## config.mk

```make
export PLATFORM = sky130hd
export DESIGN_NAME = serial_cmd_ctrl_flat
export DESIGN_NICKNAME = d
export VERILOG_FILES = /design/src/rtl/serial_cmd_ctrl_if.sv /design/src/rtl/serial_cmd_ctrl.sv /design/src/flat_wrapper.sv
export SDC_FILE = /design/constraint.sdc
export NUM_CORES = 1
export LEC_CHECK = 0
export ABC_AREA = 1
export BUFFER_PORTS_ARGS = -buffer_cell sky130_fd_sc_hd__clkbuf_2
export CORE_MARGIN = 5
export CORE_UTILIZATION = 40
export CTS_CLUSTER_SIZE = 16
export DETAILED_ROUTE_END_ITERATION = 10
export GPL_ROUTABILITY_DRIVEN = 0
export GPL_TIMING_DRIVEN = 1
export PLACE_DENSITY = 0.59
export REMOVE_ABC_BUFFERS = 1
export SETUP_SLACK_MARGIN = 0.1
export SYNTH_ARGS = -nofsm -noshare
export SYNTH_HDL_FRONTEND = slang
export SYNTH_SLANG_ARGS = --single-unit
```

## constraint.sdc

```tcl
create_clock -name clk74 -period 6.4 [get_ports clk74]
set_input_delay 1.28 -clock clk74 [delete_from_list [all_inputs] [get_ports clk74]]
set_output_delay 1.28 -clock clk74 [all_outputs]
set_load 0.05 [all_outputs]
```

## src/rtl/serial_cmd_ctrl_if.sv

```systemverilog
// Byte stream, field-memory write port and engine controls of serial_cmd_ctrl.
// SERIAL_CMD_ACK_EN adds the ack_byte/ack_valid response stream.
interface serial_cmd_ctrl_if #(
  parameter int unsigned ADDR_W = 10
);
  logic [7:0]        rx_byte;
  logic              rbyte_ready;
  logic              wr_req;
  logic [ADDR_W-1:0] wr_addr;
  logic [7:0]        wr_data;
  logic              wr_ack;
  logic              run;
  logic              step;
  logic              clear_req;
  logic              clear_done;
  logic              busy;
  logic [7:0]        err_cnt;
`ifdef SERIAL_CMD_ACK_EN
  logic [7:0]        ack_byte;
  logic              ack_valid;
`endif

  modport master (
    input  rx_byte, rbyte_ready, wr_ack, clear_done,
    output wr_req, wr_addr, wr_data, run, step, clear_req, busy, err_cnt
`ifdef SERIAL_CMD_ACK_EN
    , output ack_byte, ack_valid
`endif
  );

  modport slave (
    output rx_byte, rbyte_ready, wr_ack, clear_done,
    input  wr_req, wr_addr, wr_data, run, step, clear_req, busy, err_cnt
`ifdef SERIAL_CMD_ACK_EN
    , input ack_byte, ack_valid
`endif
  );
endinterface

```

## src/rtl/serial_cmd_ctrl.sv

```systemverilog
// Framed command parser: buffers WRITE payloads, commits them after checksum, drives run/step/clear.
// Optional SERIAL_CMD_ACK_EN produces a one-byte status at every packet termination.
module serial_cmd_ctrl #(
  parameter int unsigned ADDR_W  = 10,
  parameter int unsigned MAX_LEN = 16,
  parameter logic [7:0]  SYNC    = 8'hA5,
  parameter int unsigned TIMEOUT = 1000000
) (
  input logic               clk74,
  input logic               reset_n,
  serial_cmd_ctrl_if.master bus
);
  localparam int unsigned PtrW    = (MAX_LEN > 1) ? $clog2(MAX_LEN) : 1;
  localparam logic [19:0] TmrLast = 20'(TIMEOUT - 1);
  localparam logic [7:0]  MaxLen8 = 8'(MAX_LEN);
  localparam logic [7:0]  OpWrite = 8'h01;
  localparam logic [7:0]  OpRun   = 8'h02;
  localparam logic [7:0]  OpStop  = 8'h03;
  localparam logic [7:0]  OpStep  = 8'h04;
  localparam logic [7:0]  OpClear = 8'h05;

  typedef enum logic [3:0] {
    StIdle, StOpc, StAh, StAl, StLen, StData, StCsum, StCommit, StClrWait
  } state_e;

  state_e            state_q, state_d;
  logic [7:0]        opc_q, opc_d, ah_q, ah_d, len_q, len_d, cnt_q, cnt_d;
  logic [7:0]        csum_q, csum_d, err_q, err_d;
  logic [ADDR_W-1:0] addr_q, addr_d;
  logic [PtrW-1:0]   wptr_q, wptr_d, rptr_q, rptr_d;
  logic [19:0]       tmr_q, tmr_d;
  logic              wr_req_q, wr_req_d, run_q, run_d, step_q, step_d, clr_q, clr_d;
  logic [7:0]        fifo_mem [MAX_LEN];
  logic [7:0]        rx;
  logic              rb, push, err_inc, in_parse, timeout, len_ok;

  assign rx       = bus.rx_byte;
  assign rb       = bus.rbyte_ready;
  assign in_parse = state_q inside {StOpc, StAh, StAl, StLen, StData, StCsum};
  // A byte on the expiry cycle wins over the timeout.
  assign timeout  = in_parse && !rb && (tmr_q == TmrLast);

  always_comb begin
    len_ok = 1'b0;
    if (opc_q == OpWrite) begin
      len_ok = (rx != 8'd0) && (rx <= MaxLen8);
    end else if (opc_q inside {OpRun, OpStop, OpStep, OpClear}) begin
      len_ok = (rx == 8'd0);
    end
  end

  always_comb begin
    state_d  = state_q;
    opc_d    = opc_q;
    ah_d     = ah_q;
    len_d    = len_q;
    cnt_d    = cnt_q;
    csum_d   = csum_q;
    addr_d   = addr_q;
    wptr_d   = wptr_q;
    rptr_d   = rptr_q;
    wr_req_d = wr_req_q;
    run_d    = run_q;
    step_d   = 1'b0;
    clr_d    = clr_q;
    push     = 1'b0;
    err_inc  = 1'b0;
    tmr_d    = (in_parse && !rb) ? tmr_q + 20'd1 : 20'd0;

    unique case (state_q)
      StIdle: if (rb && rx == SYNC) state_d = StOpc;
      StOpc: if (rb) begin
        opc_d   = rx;
        csum_d  = rx;
        state_d = StAh;
      end
      StAh: if (rb) begin
        ah_d    = rx;
        csum_d  = csum_q ^ rx;
        state_d = StAl;
      end
      StAl: if (rb) begin
        addr_d  = ADDR_W'({ah_q, rx});
        csum_d  = csum_q ^ rx;
        state_d = StLen;
      end
      StLen: if (rb) begin
        csum_d = csum_q ^ rx;
        len_d  = rx;
        cnt_d  = 8'd0;
        if (!len_ok) begin
          state_d = StIdle;
          err_inc = 1'b1;
        end else begin
          state_d = (rx == 8'd0) ? StCsum : StData;
        end
      end
      StData: if (rb) begin
        push   = 1'b1;
        csum_d = csum_q ^ rx;
        cnt_d  = cnt_q + 8'd1;
        wptr_d = wptr_q + 1'b1;
        if (cnt_q + 8'd1 == len_q) state_d = StCsum;
      end
      StCsum: if (rb) begin
        state_d = StIdle;
        if (rx != csum_q) begin
          err_inc = 1'b1;
        end else begin
          unique case (opc_q)
            OpWrite: begin
              state_d  = StCommit;
              wr_req_d = 1'b1;
            end
            OpRun:   run_d  = 1'b1;
            OpStop:  run_d  = 1'b0;
            OpStep:  step_d = 1'b1;
            OpClear: begin
              clr_d   = 1'b1;
              state_d = StClrWait;
            end
            default: ;
          endcase
        end
      end
      StCommit: begin
        err_inc = rb;
        // len_q doubles as the count of words still to be accepted.
        if (bus.wr_ack) begin
          rptr_d = rptr_q + 1'b1;
          addr_d = addr_q + 1'b1;
          len_d  = len_q - 8'd1;
          if (len_q == 8'd1) begin
            wr_req_d = 1'b0;
            state_d  = StIdle;
          end
        end
      end
      StClrWait: begin
        err_inc = rb;
        if (bus.clear_done) begin
          clr_d   = 1'b0;
          state_d = StIdle;
        end
      end
      default: state_d = StIdle;
    endcase

    if (timeout) begin
      state_d = StIdle;
      err_inc = 1'b1;
    end
    // Any return to idle discards whatever the FIFO still holds.
    if (state_d == StIdle) begin
      wptr_d = '0;
      rptr_d = '0;
    end
    err_d = (err_inc && err_q != 8'hFF) ? err_q + 8'd1 : err_q;
  end

  always_ff @(posedge clk74 or negedge reset_n) begin
    if (!reset_n) begin
      state_q  <= StIdle;
      opc_q    <= 8'd0;
      ah_q     <= 8'd0;
      len_q    <= 8'd0;
      cnt_q    <= 8'd0;
      csum_q   <= 8'd0;
      err_q    <= 8'd0;
      addr_q   <= '0;
      wptr_q   <= '0;
      rptr_q   <= '0;
      tmr_q    <= 20'd0;
      wr_req_q <= 1'b0;
      run_q    <= 1'b0;
      step_q   <= 1'b0;
      clr_q    <= 1'b0;
    end else begin
      state_q  <= state_d;
      opc_q    <= opc_d;
      ah_q     <= ah_d;
      len_q    <= len_d;
      cnt_q    <= cnt_d;
      csum_q   <= csum_d;
      err_q    <= err_d;
      addr_q   <= addr_d;
      wptr_q   <= wptr_d;
      rptr_q   <= rptr_d;
      tmr_q    <= tmr_d;
      wr_req_q <= wr_req_d;
      run_q    <= run_d;
      step_q   <= step_d;
      clr_q    <= clr_d;
    end
  end

  always_ff @(posedge clk74) begin
    if (push) fifo_mem[wptr_q] <= rx;
  end

  assign bus.wr_req    = wr_req_q;
  assign bus.wr_addr   = addr_q;
  assign bus.wr_data   = wr_req_q ? fifo_mem[rptr_q] : 8'd0;
  assign bus.run       = run_q;
  assign bus.step      = step_q;
  assign bus.clear_req = clr_q;
  assign bus.busy      = (state_q != StIdle);
  assign bus.err_cnt   = err_q;

`ifdef SERIAL_CMD_ACK_EN
  logic       ack_valid_q, ack_valid_d;
  logic [7:0] ack_byte_q, ack_byte_d;

  always_comb begin
    ack_valid_d = 1'b1;
    ack_byte_d  = 8'h00;
    if (timeout) begin
      ack_byte_d = 8'hE3;
    end else if (state_q == StLen && rb && !len_ok) begin
      ack_byte_d = 8'hE1;
    end else if (state_q == StCsum && rb && rx != csum_q) begin
      ack_byte_d = 8'hE2;
    end else if ((state_q == StCsum && rb && opc_q inside {OpRun, OpStop, OpStep}) ||
                 (state_q == StCommit && bus.wr_ack && len_q == 8'd1) ||
                 (state_q == StClrWait && bus.clear_done)) begin
      ack_byte_d = 8'h00;
    end else begin
      ack_valid_d = 1'b0;
      ack_byte_d  = ack_byte_q;
    end
  end

  always_ff @(posedge clk74 or negedge reset_n) begin
    if (!reset_n) begin
      ack_valid_q <= 1'b0;
      ack_byte_q  <= 8'h00;
    end else begin
      ack_valid_q <= ack_valid_d;
      ack_byte_q  <= ack_byte_d;
    end
  end

  assign bus.ack_valid = ack_valid_q;
  assign bus.ack_byte  = ack_byte_q;
`endif
endmodule

```

## src/flat_wrapper.sv

```systemverilog
// flat-port wrapper written by rule: the top's interface ports become plain ports
module serial_cmd_ctrl_flat 
#(
  parameter int unsigned ADDR_W  = 10,
  parameter int unsigned MAX_LEN = 16,
  parameter logic [7:0]  SYNC    = 8'hA5,
  parameter int unsigned TIMEOUT = 1000000
)
  (clk74, reset_n, bus_rx_byte, bus_rbyte_ready, bus_wr_ack, bus_clear_done, bus_wr_req, bus_wr_addr, bus_wr_data, bus_run, bus_step, bus_clear_req, bus_busy, bus_err_cnt);
  serial_cmd_ctrl_if #(.ADDR_W(ADDR_W)) bus_i ();
  input logic clk74;
  input logic reset_n;
  input wire logic [$bits(bus_i.rx_byte)-1:0] bus_rx_byte;
  input wire logic [$bits(bus_i.rbyte_ready)-1:0] bus_rbyte_ready;
  input wire logic [$bits(bus_i.wr_ack)-1:0] bus_wr_ack;
  input wire logic [$bits(bus_i.clear_done)-1:0] bus_clear_done;
  output wire logic [$bits(bus_i.wr_req)-1:0] bus_wr_req;
  output wire logic [$bits(bus_i.wr_addr)-1:0] bus_wr_addr;
  output wire logic [$bits(bus_i.wr_data)-1:0] bus_wr_data;
  output wire logic [$bits(bus_i.run)-1:0] bus_run;
  output wire logic [$bits(bus_i.step)-1:0] bus_step;
  output wire logic [$bits(bus_i.clear_req)-1:0] bus_clear_req;
  output wire logic [$bits(bus_i.busy)-1:0] bus_busy;
  output wire logic [$bits(bus_i.err_cnt)-1:0] bus_err_cnt;
  assign bus_i.rx_byte = bus_rx_byte;
  assign bus_i.rbyte_ready = bus_rbyte_ready;
  assign bus_i.wr_ack = bus_wr_ack;
  assign bus_i.clear_done = bus_clear_done;
  assign bus_wr_req = bus_i.wr_req;
  assign bus_wr_addr = bus_i.wr_addr;
  assign bus_wr_data = bus_i.wr_data;
  assign bus_run = bus_i.run;
  assign bus_step = bus_i.step;
  assign bus_clear_req = bus_i.clear_req;
  assign bus_busy = bus_i.busy;
  assign bus_err_cnt = bus_i.err_cnt;
  serial_cmd_ctrl #(.ADDR_W(ADDR_W), .MAX_LEN(MAX_LEN), .SYNC(SYNC), .TIMEOUT(TIMEOUT)) u_core (.clk74(clk74), .reset_n(reset_n), .bus(bus_i));
endmodule
```

==> impl_results.md <==
- Met2 wire len: 10.65 mm
- Synth warn: 0
- Hold depth: 1
- Post-synth top cells: nand2_1 (190), nor2_1 (158), edfxtp_1 (128)
- WS Path Type: flop to primary output
- PwrDens: 383.9 nW/um^2
- Crit path arrival time: between 3 and 4 ns
- Final Cell Area: about 12000 um^2
- DR WL/cell: ~17 um
- Die height: between 150 and 200 um
- First-pass DRT Iterations: 5
- Leakage Power: 4.634 nW
- Crit Path Max Fanout: 64
- Final slew viol count: 0
- Cell depth of the worst flop-to-flop path: 9
- Dominant synthesized flop cell: edfxtp_1
- Yosys cell types: 47
- Cell taking the most area after synthesis: edfxtp_1
- Total chip power: 4.470 mW
- Critical path, cell by cell: buf_4 -> inv_2 -> o21ai_0 -> o221ai_1 -> o211ai_1 -> a21oi_1 -> clkbuf_2
- Vias in the first global route: 7434
- Worst-Margin Slew: between 1 and 1.5 ns
- CTS hold repair buffers: 0
- WL final: approximately 25 mm
- Reg clk slew, reported paths: 0.06 ns
- Initial antenna violation count: 0
- Syn Inst Count: around 1100
- # setup viols final: 0
- Nets: ~1100
- Post_cts resized: 0
- Setup Skew: about 0.013 ns
- Max-cap violation count: 0
- Post-synth EDFFs: between 100 and 150
- CTS max path bufs: 3
- Clock tree sinks: 216
- Min Tclk post-route: 4.724 ns
- Starting Density: between 40% and 50%
- Area grow syn2layout: 13.47%
- # IOs: 44
- WL met3: approximately 1.3 mm
- Core Rows: between 50 and 60
- Sw Share: between 30% and 40%
- Antenna viol nets, final: 0
- FFs w/ async S/R, synth: 40.74%
- DP Wirelength: around 16 mm
- Critical Path RT: ~5.1 ns
- Post-route setup slack: about 1.7 ns
- Vias post-DR: ~7600
- RSZ-0062 raised after global routing: no
- Yosys reg bits: between 200 and 250
- Max incr delay on CP: 0.73 ns
- Slew headroom: 31.40%
- Top cells by area, synth: edfxtp_1 (37%), dfrtp_1 (21%), nand2_1 (7.0%)
- Final Hold Vio Count: 0
- Max layer used: met4
- Layout cell share with drive strength beyond 1: between 10% and 20%
- First-pass GRT wire length: 40.57 mm
- CTS H-tree depth: 1
- Status: complete, no violations
- Post-CTS Setup Bufs: 0
- Metal1 wirelength: roughly 12 mm
- GRT Resource Usage Total: ~17%
- Flop pwr share: between 40% and 50%
- GRT Residual Overflow: 0
- DR iter-0 viols: between 700 and 800
- Dpl cell area: between 10000 and 15000 um^2
- CTS Buf Count: 25
- Worst Hold Class: flop to flop
- Vias per std cell: about 5.2
- Flop-to-flop setup slack: about 3.3 ns
- Cell Area, Synth: a little over 10000 um^2
- Net load switching power: 1.593 mW
- TritonCTS clock tree: built
- Tcrit/Tclk final: between 70 and 80%
- Pre-CTS WS: roughly 2.3 ns
- CP Launch Type: flop
- Final setup TNS: 0 ns
- DRC viols: 0
- Synth top area share: a little under two fifths
- Gate power share: 26.7%
- # diodes: 0
- Port bufs: 43
- Power Internal: ~2.9 mW
- Clock share of power: between 30 and 40%
- Fmax: 211.7 MHz
- VDD IR max: 0.0003014 V
- Root buffer cell: clkbuf_16
- Die X: around 170 um
- Die area: between 20000 and 30000 um^2
- CP endpoint kind: primary output
- Worst-skew pair later-pin latency: 0.53 ns
- Slowest cell on the critical path: inv_2
- Most frequent cell after synthesis: nand2_1
- Final core occ: between 40 and 50%
- Largest net degree at the start of global routing: between 60 and 70
- Avg Cell Area, Syn: 9.519 um^2
- CORE AREA: 25250 um^2
- Sequential area share after synthesis: 58.92%
[cell families (layout without fill, tap and decap cells)]
logic type / Yosys count / count (layout) / synth area share [%]
and+or+nand+nor: 464 / 464 / 19.29
DFF: 216 / 216 / 58.92
AOI/OAI and AO/OA: 206 / 206 / 11.82
buffers and inverters: 144 / 203 / 5.439
xor gates and xnor gates: 35 / 35 / 2.987
adders and majority gates: 11 / 11 / 1.341
muxes: 2 / 2 / 0.2073
[worst paths after layout]
kind	to	from
worst max-delay path	bus_wr_data[0]	u_core.rptr_q[0]
max in group asynchronous	u_core.rptr_q[0]	reset_n
worst max register to register	u_core.fifo_mem[7][0]	u_core.state_q[3]
worst min register to register	u_core.tmr_q[0]	u_core.tmr_q[0]
worst min-delay path	u_core.tmr_q[0]	u_core.tmr_q[0]
min in group asynchronous	u_core.tmr_q[10]	reset_n
[area by class of cell]
class	count	area (um^2)
Clock buffer	34	729.5
Clock inverter	11	125.1
Fill cell	2383	13610
Inverter	109	409.1
Multi-Input combinational cell	718	3657
Sequential cell	216	6047
Tap cell	330	412.9
Timing Repair Buffer	49	262.8
[placed cells by master (no fill, tap or decap), drive strengths merged, types with 2 or more instances in the layout]
master,n
nor4,4
buf,7
a21oi,28
nand2,196
clkbuf,76
dfrtp,88
nand3b,2
a31oi,9
o22ai,20
nor2,166
inv,107
nand3,55
xor2,23
clkinv,10
o211ai,13
xnor2,12
nor3,20
and3,2
bufinv,2
nand4,16
o21ai,110
edfxtp,128
o21a,2
ha,11
o221ai,19
[power groups by stage]
stage | registers [mW] | clock network [mW] | logic [mW]
after floorplan | 1.96 | 0 | 0.762
after global placement | 1.85 | 0 | 1.18
after detailed placement | 1.85 | 0 | 1.20
after CTS | 1.82 | 1.49 | 1.20
after global routing | 1.85 | 1.55 | 1.35
final | 1.82 | 1.45 | 1.19
[critical path, delay by kind of cell (launching register included)]
family	cells	cell delay (ns)
buffers and inverters	3	1.41
DFF	1	0.64
AOI/OAI and AO/OA	4	0.84
[stage by stage]
step                      cells  hold slack [ns]
after floorplan            1043           0.4331
after global placement     1422           0.4483
after detailed placement   1422           0.4550
final                      1467           0.4562
after global routing       1467           0.4804
after CTS                  1467           0.4628
[sequential cells by signal, summed over array words and instances (netlist names)]
signal / cells
u_core.csum_q: 8
u_core.opc_q: 8
u_core.tmr_q: 20
u_core.state_q: 4
u_core.fifo_mem: 128
u_core.bus.run: 1
u_core.bus.wr_req: 1
u_core.rptr_q: 4
u_core.bus.err_cnt: 8
u_core.bus.step: 1
u_core.len_q: 8
u_core.bus.wr_addr: 10
u_core.bus.clear_req: 1
u_core.wptr_q: 4
u_core.ah_q: 2
u_core.cnt_q: 8
[metal layers]
metal | GRT usage [%] | vias to the layer above
li1 | - | 3763
met4 | 4.271 | 0
met2 | 26.27 | 201
met3 | 2.416 | 41
met1 | 26.46 | 3616
met5 | 0 | -
Power figures use the tool's default switching activity.
